===== src/rtl/psum_rbuffer.sv =====
// psum_rbuffer: read-side partial-sum buffer; prefetches up to four 64-bit rows from output memory
// and serves them in order. Optional macro PSUM_RBUFFER_ADDR_CHECK_EN adds per-row destination checking.
module psum_rbuffer (
    input  logic        CLK,
    input  logic        RSTN,
    input  logic        CLR_DP,
    input  logic        FETCH_REQ,
    input  logic [2:0]  ROW_TOTAL,
    input  logic [3:0]  BASE_ADDR,
    output logic        EN_rb,
    output logic [3:0]  RADDR_rb,
    input  logic [63:0] RDATA,
    input  logic        POP,
    input  logic [3:0]  ODST_rq,
    output logic [63:0] PSUM,
    output logic        PSUM_VALID,
    output logic        FETCH_DONE,
    output logic        DRAIN_DONE,
    output logic        BUSY,
    output logic        ADDR_ERR
);

    typedef enum logic [1:0] {IDLE, FETCH, WAIT, READY} state_t;

    state_t      state;
    logic [2:0]  n_rows;
    logic [3:0]  base;
    logic [2:0]  issue_cnt;
    logic [2:0]  cap_cnt;
    logic [2:0]  pop_cnt;
    logic        rd_vld;
    logic [63:0] bank [4];

    logic [2:0]  n_req;
    logic        pop_fire;
    logic        last_pop;

    // Row counts of 0 or above 4 fall back to a full four-row fetch.
    assign n_req    = (ROW_TOTAL == 3'd0 || ROW_TOTAL > 3'd4) ? 3'd4 : ROW_TOTAL;
    assign pop_fire = (state == READY) && POP && !CLR_DP;
    assign last_pop = (pop_cnt == (n_rows - 3'd1));
    assign BUSY     = (state != IDLE);

    always_ff @(posedge CLK or negedge RSTN) begin
        if (!RSTN) begin
            state      <= IDLE;
            n_rows     <= '0;
            base       <= '0;
            issue_cnt  <= '0;
            cap_cnt    <= '0;
            pop_cnt    <= '0;
            rd_vld     <= 1'b0;
            EN_rb      <= 1'b0;
            RADDR_rb   <= '0;
            PSUM       <= '0;
            PSUM_VALID <= 1'b0;
            FETCH_DONE <= 1'b0;
            DRAIN_DONE <= 1'b0;
            // NOTE: the bank is small and must not leak rows across an abort, so it is reset like any flop.
            for (int i = 0; i < 4; i++) bank[i] <= '0;
        end else if (CLR_DP) begin
            state      <= IDLE;
            issue_cnt  <= '0;
            cap_cnt    <= '0;
            pop_cnt    <= '0;
            rd_vld     <= 1'b0;
            EN_rb      <= 1'b0;
            RADDR_rb   <= '0;
            PSUM       <= '0;
            PSUM_VALID <= 1'b0;
            FETCH_DONE <= 1'b0;
            DRAIN_DONE <= 1'b0;
            for (int i = 0; i < 4; i++) bank[i] <= '0;
        end else begin
            PSUM_VALID <= 1'b0;
            FETCH_DONE <= 1'b0;
            DRAIN_DONE <= 1'b0;
            // Read data returns one cycle after its enable.
            rd_vld     <= EN_rb;
            if (rd_vld) begin
                bank[cap_cnt[1:0]] <= RDATA;
                cap_cnt            <= cap_cnt + 3'd1;
            end

            case (state)
                IDLE: begin
                    if (FETCH_REQ) begin
                        n_rows    <= n_req;
                        base      <= BASE_ADDR;
                        cap_cnt   <= '0;
                        pop_cnt   <= '0;
                        // The first read issues on the accepting edge so EN_rb is high from cycle 1.
                        issue_cnt <= 3'd1;
                        EN_rb     <= 1'b1;
                        RADDR_rb  <= BASE_ADDR;
                        state     <= FETCH;
                    end
                end
                FETCH: begin
                    if (issue_cnt == n_rows) begin
                        EN_rb <= 1'b0;
                        state <= WAIT;
                    end else begin
                        RADDR_rb  <= base + {1'b0, issue_cnt};
                        issue_cnt <= issue_cnt + 3'd1;
                    end
                end
                WAIT: begin
                    if (rd_vld && cap_cnt == (n_rows - 3'd1)) begin
                        FETCH_DONE <= 1'b1;
                        state      <= READY;
                    end
                end
                READY: begin
                    if (pop_fire) begin
                        PSUM       <= bank[pop_cnt[1:0]];
                        PSUM_VALID <= 1'b1;
                        pop_cnt    <= pop_cnt + 3'd1;
                        if (last_pop) begin
                            DRAIN_DONE <= 1'b1;
                            state      <= IDLE;
                            for (int i = 0; i < 4; i++) bank[i] <= '0;
                        end
                    end
                end
                default: state <= IDLE;
            endcase
        end
    end

`ifdef PSUM_RBUFFER_ADDR_CHECK_EN
    logic [3:0] addr_bank [4];
    logic [3:0] rd_addr;
    logic       addr_err;

    always_ff @(posedge CLK or negedge RSTN) begin
        if (!RSTN) begin
            rd_addr  <= '0;
            addr_err <= 1'b0;
            for (int i = 0; i < 4; i++) addr_bank[i] <= '0;
        end else if (CLR_DP) begin
            rd_addr  <= '0;
            addr_err <= 1'b0;
            for (int i = 0; i < 4; i++) addr_bank[i] <= '0;
        end else begin
            // The address travels alongside its read so it lands in the same slot as the data.
            rd_addr <= RADDR_rb;
            if (rd_vld) addr_bank[cap_cnt[1:0]] <= rd_addr;
            if (pop_fire && ODST_rq != addr_bank[pop_cnt[1:0]]) addr_err <= 1'b1;
            if (pop_fire && last_pop) begin
                for (int i = 0; i < 4; i++) addr_bank[i] <= '0;
            end
        end
    end

    assign ADDR_ERR = addr_err;
`else
    logic unused_odst;
    assign unused_odst = ^ODST_rq;
    assign ADDR_ERR    = 1'b0;
`endif

endmodule

===== config.mk =====
export PLATFORM = sky130hd
export DESIGN_NAME = psum_rbuffer
export DESIGN_NICKNAME = d
export VERILOG_FILES = /design/src/rtl/psum_rbuffer.sv
export SDC_FILE = /design/constraint.sdc
export NUM_CORES = 1
export LEC_CHECK = 0
export BUFFER_PORTS_ARGS = -buffer_cell sky130_fd_sc_hd__buf_4
export CAP_MARGIN = 10
export CORE_ASPECT_RATIO = 0.75
export CORE_MARGIN = 3
export CORE_UTILIZATION = 59
export DETAILED_ROUTE_END_ITERATION = 10
export HOLD_SLACK_MARGIN = 0.02
export PLACE_DENSITY = 0.8
export SKIP_CTS_REPAIR_TIMING = 1
export SLEW_MARGIN = 15
export SYNTH_ARGS = -nofsm -noshare
export SYNTH_HDL_FRONTEND = slang
export SYNTH_SLANG_ARGS = --single-unit

===== constraint.sdc =====
create_clock -name CLK -period 2.4 [get_ports CLK]
set_input_delay 0.72 -clock CLK [delete_from_list [all_inputs] [get_ports CLK]]
set_output_delay 0.72 -clock CLK [all_outputs]
set_load 0.05 [all_outputs]

==> run metrics <==
wire per inst=19.9 µm; CP required=between 1.5 and 2 ns; worst hold margin=between 0.15 and 0.2 ns; type of the worst setup path=flop to output port; dominant cell type by count on the critical path=sky130_fd_sc_hd__inv_1; largest net degree at the start of global routing=between 90 and 100; Buf/Inv on CP=3; # nets final=1710; final count of pins violating max slew=0; slowest cell on the critical path=sky130_fd_sc_hd__dfrtp_1; delay contributed by the slowest stage of the critical path=0.43 ns; detailed-routing iteration count for the pre-antenna-repair pass=6; share of the clock period used by the worst path=97.2%; RSZ-0062 raised after global routing=false; worst setup slack after layout=0.0661 ns; number of global-route vias before repair=12300; Commonest cells post-synth=533 x sky130_fd_sc_hd__nand2_1, 347 x sky130_fd_sc_hd__dfrtp_1, 261 x sky130_fd_sc_hd__a21oi_1, 73 x sky130_fd_sc_hd__clkbuf_1; Worst Clk Skew=roughly 0.011 ns; dpl cells=1915; number of sinks driven by the clock tree=about 350; power density over cell area=779 nW/µm²; Die W=193 µm; transition time at the pin with the least slew margin=0.875 ns; most frequently used cell type in the post-synthesis netlist=sky130_fd_sc_hd__nand2_1; most used flip-flop cell after synthesis=sky130_fd_sc_hd__dfrtp_1; gr ovfl total=0; min-delay worst type=primary input to asynchronous set/reset pin; Initial Util=61.0%; Post-Route Utilization=72.0%; worst supply voltage drop on vdd=814 µV; number of buffers inserted by port buffering=148; cells along the critical path=inv_1, ha_4, inv_1, buf_4; cell family contributing the most delay on the critical path=buffers and inverters; remaining number of nets flagged by the antenna check after routing=0; fraction of post-synthesis cell area in the top cell type by area=56.0%; final setup violating endpoints=0; antenna violations before repair=1; final cell count without fillers=1978; placed inst area=17200 µm²; ratio of cells with drive above 1 in the final layout=20.3%; total half-perimeter wirelength after legalization and detailed placement=23000 µm; cell taking the most area after synthesis=sky130_fd_sc_hd__dfrtp_1; buffer type at the clock tree root=sky130_fd_sc_hd__clkbuf_16; Critical Path Start Type=flop; maximum buffer depth of the clock tree=3; H-tree level count=2; Worst Setup Slack post-DPL=0.0913 ns; Total Power Consumption=14.2 mW; peak clock frequency supported by timing=0.428 GHz; Reg-to-Reg Start=n_rows[1]; endpoints failing hold=0; Critical Path Sink Type=output port; total negative slack for setup checks=0 ns; post-synthesis net count=1595; fraction of synthesis flops using an asynchronous set or reset pin=100%; largest fanout on the critical path=8; worst setup path endpoint=BUSY; cell leakage power=7.98 nW; synthesized area divided by synthesized cell count=10.3 µm²; cell count of the worst reg-to-reg path=8; Min Clock Period, post-route=2.33 ns; number of violations reported at the end of detailed-routing iteration 0=1122; overall fraction of global-route tracks in use=between 20% and 30%; instance count of the mapped netlist=approximately 1500; post-synthesis register bit count=347; CTS tree=done; worst r2r dst=bank[108]; wire length after detailed routing=39400 µm; design area=18300 µm²; relative slew slack=41.7%; timing startpoint of the critical path=state[0]; Worst Path Arrival=1.61 ns; Core Rows=50; Reg clk slew, reported paths=0.06 ns; P&R area growth vs syn=17.9%; first-pass GRT wire length=64200 µm; Critical Path Stages=4; number of synthesized flops with an enable pin=0; overall die area=28300 µm²; placeable core region=between 20000 and 30000 µm²; top post-synthesis cells by area=sky130_fd_sc_hd__dfrtp_1 56%, sky130_fd_sc_hd__nand2_1 13%, sky130_fd_sc_hd__mux4_2 9.3%, sky130_fd_sc_hd__a21oi_1 8.4%, sky130_fd_sc_hd__a22o_1 3.6%; yosys warns=0; number of I/O pins=154; run status=finished clean; Clk Latency, worst-skew pair=0.51 ns; number of distinct library cells after synthesis=45; total clock buffers created by CTS=35; proportion of synthesized chip area in sequential cells=56.0%; total number of vias=roughly 12000; Reg2Reg Setup Slack=0.16 ns; max-cap violation count=0; DRC viols=0; height of the die=approximately 150 µm; post-DR vias/cell=about 6; cell area after synthesis=15500 µm²; weighted congestion at the end of routability-driven global placement=0.768
[worst min path at each step]
stage	start	end	slack [ns]	cells after the start
4_1_cts	RSTN	bank[137]	0.19	1
6_report	RSTN	RADDR_rb[2]	0.17	1
3_3_place_gp	RADDR_rb[2]	RADDR_rb[2]	0.47	2
5_1_grt	RSTN	base[1]	0.21	1
3_5_place_dp	RADDR_rb[2]	RADDR_rb[2]	0.48	2
2_1_floorplan	RSTN	DRAIN_DONE	0.42	0
[cells by family (layout without fill, tap and decap cells)]
| kind of cell | count (synthesis) | count (layout) | synth area share (%) |
|---|---|---|---|
| flops | 347 | 347 | 56.0 |
| other cells | 1 | 2 | 0.0242 |
| xor+xnor | 13 | 13 | 0.936 |
| compound gates | 351 | 351 | 13.3 |
| simple gates | 567 | 567 | 14.2 |
| fa+ha+maj | 16 | 16 | 1.34 |
| mux | 75 | 75 | 10.1 |
| buf+inv | 129 | 269 | 4.16 |
[cells in the final DEF (no fill, tap or decap), types with 2 or more instances in the layout]
| cell | n |
|---|---|
| sky130_fd_sc_hd__dfrtp_1 | 345 |
| sky130_fd_sc_hd__buf_4 | 166 |
| sky130_fd_sc_hd__nand2b_1 | 4 |
| sky130_fd_sc_hd__o31ai_1 | 6 |
| sky130_fd_sc_hd__inv_1 | 14 |
| sky130_fd_sc_hd__a22o_1 | 64 |
| sky130_fd_sc_hd__a21o_1 | 4 |
| sky130_fd_sc_hd__clkbuf_8 | 6 |
| sky130_fd_sc_hd__o21ai_0 | 8 |
| sky130_fd_sc_hd__ha_1 | 14 |
| sky130_fd_sc_hd__nand2_1 | 529 |
| sky130_fd_sc_hd__and2_2 | 5 |
| sky130_fd_sc_hd__a21oi_1 | 260 |
| sky130_fd_sc_hd__xor2_1 | 4 |
| sky130_fd_sc_hd__nor2_1 | 11 |
| sky130_fd_sc_hd__mux4_2 | 64 |
| sky130_fd_sc_hd__buf_12 | 26 |
| sky130_fd_sc_hd__dfrtp_4 | 2 |
| sky130_fd_sc_hd__clkinv_2 | 6 |
| sky130_fd_sc_hd__nor2b_1 | 3 |
| sky130_fd_sc_hd__nand3b_1 | 2 |
| sky130_fd_sc_hd__nand4_1 | 2 |
| sky130_fd_sc_hd__mux2i_1 | 5 |
| sky130_fd_sc_hd__clkbuf_16 | 37 |
| sky130_fd_sc_hd__clkbuf_1 | 11 |
| sky130_fd_sc_hd__nand2_2 | 4 |
| sky130_fd_sc_hd__mux2_2 | 6 |
| sky130_fd_sc_hd__xnor2_1 | 7 |
[layer usage]
layer / global-route usage, % / routed length [µm]
met5: 0 / 0
met4: 8.38 / 897
met3: 5.45 / 3340
met2: 45.4 / 18800
met1: 40.5 / 16400
[sequential cells by signal, indices dropped and copies added (netlist names), 3 cells and up]
name / count
PSUM: 64
bank: 256
pop_cnt: 3
RADDR_rb: 4
issue_cnt: 3
base: 4
cap_cnt: 3
n_rows: 3
[cell type report]
cell class,instances,area (µm²)
well taps,338,423
flip-flops and latches,347,8690
clock buffers,54,1050
inverters,14,52.6
fillers,1821,7110
multi-input cells,1023,6220
repair buffers,193,1780
diodes,1,2.50
clock inverters,8,67.6
[report_power, final]
part           switching (mW)  leakage (nW)  internal, mW  total [mW]
registers               0.221          4.81          6.14        6.36
clock network            2.23         0.550          3.12        5.35
logic                    1.52          2.62          1.02        2.54
Power figures use the tool's default switching activity.
